File: config.mk
export PLATFORM = sky130hd
export DESIGN_NAME = next_pc_unit
export DESIGN_NICKNAME = d
export VERILOG_FILES = /design/src/rtl/next_pc_unit.sv
export SDC_FILE = /design/constraint.sdc
export NUM_CORES = 1
export LEC_CHECK = 0
export CORE_MARGIN = 5
export CORE_UTILIZATION = 41
export CTS_CLUSTER_SIZE = 20
export DETAILED_ROUTE_END_ITERATION = 8
export HOLD_SLACK_MARGIN = 0.12
export SYNTH_ARGS = -nofsm -noshare
export SYNTH_HDL_FRONTEND = slang
export SYNTH_SLANG_ARGS = --single-unit
File: constraint.sdc
create_clock -name clk -period 6.8 [get_ports clk]
set_clock_uncertainty 0.15 [all_clocks]
set_input_delay 1.36 -clock clk [delete_from_list [all_inputs] [get_ports clk]]
set_output_delay 1.36 -clock clk [all_outputs]
set_load 0.005 [all_outputs]
File: src/rtl/next_pc_unit.sv
// Registered fetch-stage next-PC generator with stall handling, deferred
// exceptions and a circular return-address stack.
module next_pc_unit #(
  parameter logic [31:0] RESET_PC    = 32'h0000_3000,
  parameter logic [31:0] EXC_VECTOR  = 32'h0000_4180,
  parameter int unsigned RAS_DEPTH   = 4,
  parameter int unsigned LINK_OFFSET = 1
) (
  input  logic        clk,
  input  logic        rst_n,
  input  logic        stall,
  input  logic [2:0]  pc_source,
  input  logic [15:0] imm_16,
  input  logic [25:0] imm_26,
  input  logic [31:0] reg_target,
  input  logic [29:0] epc_in,
  input  logic        ras_push,
  output logic [29:0] pc_out,
  output logic        ras_empty,
  output logic        ras_full,
  output logic        ras_miss,
  output logic        exc_pending
);

  localparam int unsigned PtrW = $clog2(RAS_DEPTH);
  localparam int unsigned CntW = PtrW + 1;
  localparam logic [CntW-1:0] Depth   = CntW'(RAS_DEPTH);
  localparam logic [29:0]     LinkOff = 30'(LINK_OFFSET);

  localparam logic [2:0] SrcAdd   = 3'd1;
  localparam logic [2:0] SrcJ     = 3'd2;
  localparam logic [2:0] SrcJr    = 3'd3;
  localparam logic [2:0] SrcEpc   = 3'd4;
  localparam logic [2:0] SrcError = 3'd5;
  localparam logic [2:0] SrcRas   = 3'd6;

  typedef enum logic [0:0] {StRun, StExcPend} state_e;

  state_e            state_q, state_d;
  logic [29:0]       pc_q, pc_d;
  logic [PtrW-1:0]   top_q, top_d;
  logic [CntW-1:0]   cnt_q, cnt_d;
  logic              miss_q, miss_d;
  logic [29:0]       ras_mem [RAS_DEPTH];
  logic              wr_en;
  logic [PtrW-1:0]   wr_ptr;
  logic [29:0]       wr_data;
  logic              ras_has_entry;
  logic              pop_req;
  logic              unused_bits;

  assign ras_has_entry = (cnt_q != '0);
  assign pop_req       = (pc_source == SrcRas);
  assign wr_data       = pc_q + LinkOff;
  assign unused_bits   = ^reg_target[1:0];

  always_comb begin
    state_d = state_q;
    pc_d    = pc_q;
    top_d   = top_q;
    cnt_d   = cnt_q;
    miss_d  = 1'b0;
    wr_en   = 1'b0;
    wr_ptr  = top_q;
    case (state_q)
      StRun: begin
        if (stall) begin
          // Only an exception survives a stall; everything else is re-presented.
          if (pc_source == SrcError) state_d = StExcPend;
        end else begin
          case (pc_source)
            SrcAdd:   pc_d = pc_q + {{14{imm_16[15]}}, imm_16};
            SrcJ:     pc_d = {pc_q[29:26], imm_26};
            SrcJr:    pc_d = reg_target[31:2];
            SrcEpc:   pc_d = epc_in;
            SrcError: pc_d = EXC_VECTOR[31:2];
            SrcRas: begin
              if (ras_has_entry) begin
                pc_d = ras_mem[top_q];
              end else begin
                pc_d   = reg_target[31:2];
                miss_d = 1'b1;
              end
            end
            default:  pc_d = pc_q + 30'd1;
          endcase
          if (pop_req && ras_has_entry && ras_push) begin
            // Pop and push cancel: replace the top entry in place.
            wr_en  = 1'b1;
            wr_ptr = top_q;
          end else if (pop_req && ras_has_entry) begin
            top_d = top_q - PtrW'(1);
            cnt_d = cnt_q - CntW'(1);
          end else if (ras_push) begin
            wr_en  = 1'b1;
            wr_ptr = top_q + PtrW'(1);
            top_d  = top_q + PtrW'(1);
            if (cnt_q != Depth) cnt_d = cnt_q + CntW'(1);
          end
        end
      end
      StExcPend: begin
        if (!stall) begin
          pc_d    = EXC_VECTOR[31:2];
          state_d = StRun;
        end
      end
    endcase
  end

  always_ff @(posedge clk or negedge rst_n) begin
    if (!rst_n) begin
      state_q <= StRun;
      pc_q    <= RESET_PC[31:2];
      top_q   <= '0;
      cnt_q   <= '0;
      miss_q  <= 1'b0;
    end else begin
      state_q <= state_d;
      pc_q    <= pc_d;
      top_q   <= top_d;
      cnt_q   <= cnt_d;
      miss_q  <= miss_d;
    end
  end

  always_ff @(posedge clk) begin
    if (wr_en) ras_mem[wr_ptr] <= wr_data;
  end

  assign pc_out      = pc_q;
  assign ras_empty   = (cnt_q == '0);
  assign ras_full    = (cnt_q == Depth);
  assign ras_miss    = miss_q;
  assign exc_pending = (state_q == StExcPend);

endmodule
==> run_results.csv <==
group,metric,value,unit
timing,grt_setup_unrepaired,"false",
layout,drive_gt1_frac,0.108,
worst_setup_path,slowest_stage,"clkdlybuf4s50_1",
synthesis,synthMuxAreaShare,0.0779,
synthesis,synthSimpleGateAreaFrac,0.0984,
synthesis,yosys_register_bits,157,
die,start_util,0.419,
layout,nets,1116,
power,irDropWorstVdd,215,uV
cts,numCtsBuffers,17,
flow_run,maxCapViolCount,0,
layout,diodes,0,
synthesis,synth_top_family_by_area,"compound AO/OA/AOI/OAI gates",
cts,clk_pin_slew,0.07,ns
worst_setup_path,path_max_fanout,3,
cts,clockBufferDepth,2,
worst_setup_path,critPathKind,"in -> reg",
cts,htree_levels,4,
timing,fin_tns_setup,0,ns
placement,io_buffers,142,
layout,fin_cells,1266,
synthesis,syn_inst,839,
synthesis,synth_ff_type,"edfxtp_1",
synthesis,synth.distinct_cells,65,
routing,highest_layer,"met4",
worst_setup_path,worstSetupStartpointType,"input port",
routing,first_pass_iters,5,
power,power.leakage,4.29,nW
global_routing,grt_pass1_wl,43700,um
global_routing,grt_overflow_total,0,
cts,cts_root_buf,"clkbuf_16",
layout,finalInstanceArea,0.0115,mm^2
synthesis,synth_nets,982,
die,num_io_pins,145,
worst_setup_path,crit_family,"compound AO/OA/AOI/OAI gates",
routing,avgViaCountPerCell,5.88,
synthesis,synth_edf_count,120,
worst_setup_path,arrival,4.69,ns
layout,fillers,1919,
timing,final-max-slew-violation-count,0,
die,die_w,160,um
placement,post-place-ws,1.91,ns
synthesis,synth-xor-area-share,0.0581,
global_routing,grt_max_degree,41,
cts,post-cts-setup-buffer-count,0,
worst_setup_path,crit_required,6.98,ns
power,power.density,312,mW/mm^2
worst_setup_path,path_common_cell,"a21oi_1",
cts,cts_tree,"done",
die,design.core.area,0.0220,mm^2
synthesis,syn_area,0.00919,mm^2
status,status,"finished clean",
routing,ant_nets,0,
placement,dp_cells,1234,
cts,cts_resized,0,
routing,drc,0,
routing,wl_met1,12500,um
worst_setup_path,end_kind,"flop",
timing,period_needed,4.51,ns
global_routing,grt_pass1_vias,7262,
timing,hold_viol,0,
die,placementRows,54,
timing,setup_ws,2.29,ns
synthesis,synthAdderAreaFrac,0.0452,
routing,routedWlPerCell,23.0,um
routing,first_iter_violations,724,
synthesis,synth_compound_area_frac,0.185,
timing,slew_headroom,0.305,
timing,fmax,0.222,GHz
cts,clkSinkCount,157,
synthesis,synth-async-reset-ratio,0.236,
timing,min_period_over_period,0.663,
synthesis,ys_warn_count,0,
power,power,3.58,mW
routing,route.met2.wl,14000,um
cts,insertion_delay,0.43,ns
synthesis,synth.avg_cell_area,11.0,um^2
die,fp.dieH,160,um
layout,area_delta_synth_final,24.7,%
cts,hold_buffers,0,
routing,vias,7447,
global_routing,grtUsageTotal,0.224,
worst_setup_path,critPathMaxStageDelay,0.46,ns
synthesis,yosysSeqAreaShare,0.493,
placement,hpwl,20200,um
routing,routed_wirelength,29100,um
placement,gp_congestion,0.855,
hold_path,hold_path_class,"reg -> reg",
worst_setup_path,cp_num_buf_inv,2,
placement,dpl-instance-area,0.0109,mm^2
global_routing,antenna_found_initial,0,
die,die-area,0.0255,mm^2
timing,setup_viol,0,
routing,wl_met3,2210,um
worst_setup_path,crit_path_cell_trace,"clkdlybuf4s50_1 > ha_1 > inv_1 > fa_1 > nand2b_1 > a21oi_1 > o2111ai_2 > o21ai_1 > a21o_1 > a21oi_1 > a21oi_1 > mux2i_1 > a221oi_1 > o31ai_1",
timing,tightest_slew,1.04,ns
[layout make-up]
class / count / area [um^2] / area share
multi-input combinational: 596 / 4280 / 0.374
timing repair buffer: 160 / 1550 / 0.135
inverter: 41 / 154 / 0.0134
clock inverter: 15 / 165 / 0.0144
clock buffer: 17 / 425 / 0.0371
tap: 280 / 350 / 0.0306
sequential: 157 / 4530 / 0.396
[stage by stage]
| stage | hold slack [ns] | utilization |
|---|---|---|
| CTS | 0.349 | 0.522 |
| global route | 0.363 | 0.522 |
| global placement | 0.329 | 0.495 |
| detailed placement | 0.338 | 0.495 |
| floorplan | 0.301 | - |
| finish | 0.347 | 0.522 |
[state kept, by name (all words and copies together) (netlist names)]
name,flops
top_q,2
cnt_q,3
exc_pending,1
ras_mem,120
pc_out,30
ras_miss,1
[synthesized netlist by cell type, drive strengths merged, types with 10 or more instances]
cell	instances	area share
a21o	13	0.011
clkbuf	35	0.020
and3	10	0.0076
ha	30	0.041
nor2	50	0.020
o21ai	79	0.043
nand3	19	0.010
inv	41	0.017
nand2	69	0.028
xnor2	31	0.030
buf	10	0.0057
xor2	30	0.029
mux4	30	0.074
nor3	10	0.0067
edfxtp	120	0.39
a21oi	111	0.061
a221oi	18	0.017
dfrtp	35	0.095
[per-layer routing]
metal  vias to the layer above  track usage
met5                         -            0
li1                       3443            -
met1                      3667        0.313
met3                        25       0.0410
met2                       312        0.364
met4                         0       0.0564
[where the power goes]
part	switching, mW	internal (mW)	leakage [nW]
Clock	0.436	0.524	0.290
Combinational	0.681	0.588	2.45
Sequential	0.130	1.22	1.55
[logic make-up (layout without fill, tap and decap cells)]
kind of cell             after synthesis  in the layout
AO/OA/AOI/OAI                        280            280
adder cells (fa/ha/maj)               32             32
XOR/XNOR                              61             61
AND/OR/NAND/NOR                      189            189
flip-flops                           157            157
multiplexers                          34             34
buffers and inverters                 86            233
[placed cells by master, fill, tap and decap left out, types with 4 or more instances in the layout]
cell	Yosys	routed
a221o_1	9	9
inv_8	0	4
nor3_1	9	9
edfxtp_1	120	120
ha_1	30	30
clkbuf_16	0	17
o21a_1	6	6
xor2_1	30	30
dfrtp_1	35	34
nand4_1	8	8
a21o_1	13	13
a221oi_1	18	18
o211ai_1	6	6
o31ai_1	4	4
o22ai_1	7	7
buf_4	0	18
inv_6	0	6
mux4_2	30	30
and3_1	7	7
nand3_1	19	19
nor2_2	0	4
clkdlybuf4s50_1	0	141
nor2_1	50	46
o21ai_0	74	74
a21oi_1	109	108
o21ai_1	4	4
xnor2_1	31	31
nand2_1	68	68
a31oi_1	7	7
or3_1	4	4
nand2b_1	5	5
inv_1	40	40
mux2i_1	4	4
[path summary, 6_finish.rpt]
check                          start    endpoint  slack [ns]  depth (start not counted)
max                        imm_16[0]  pc_out[22]        2.29                         14
min                         cnt_q[2]    cnt_q[2]        0.35                          1
max reg2reg                pc_out[0]  pc_out[22]        3.17                         13
min reg2reg                 cnt_q[2]    cnt_q[2]        0.35                          1
max in group asynchronous      rst_n    top_q[0]        4.83                          1
min in group asynchronous      rst_n  pc_out[26]        0.97                          1
(Power assumes the default switching activity.)
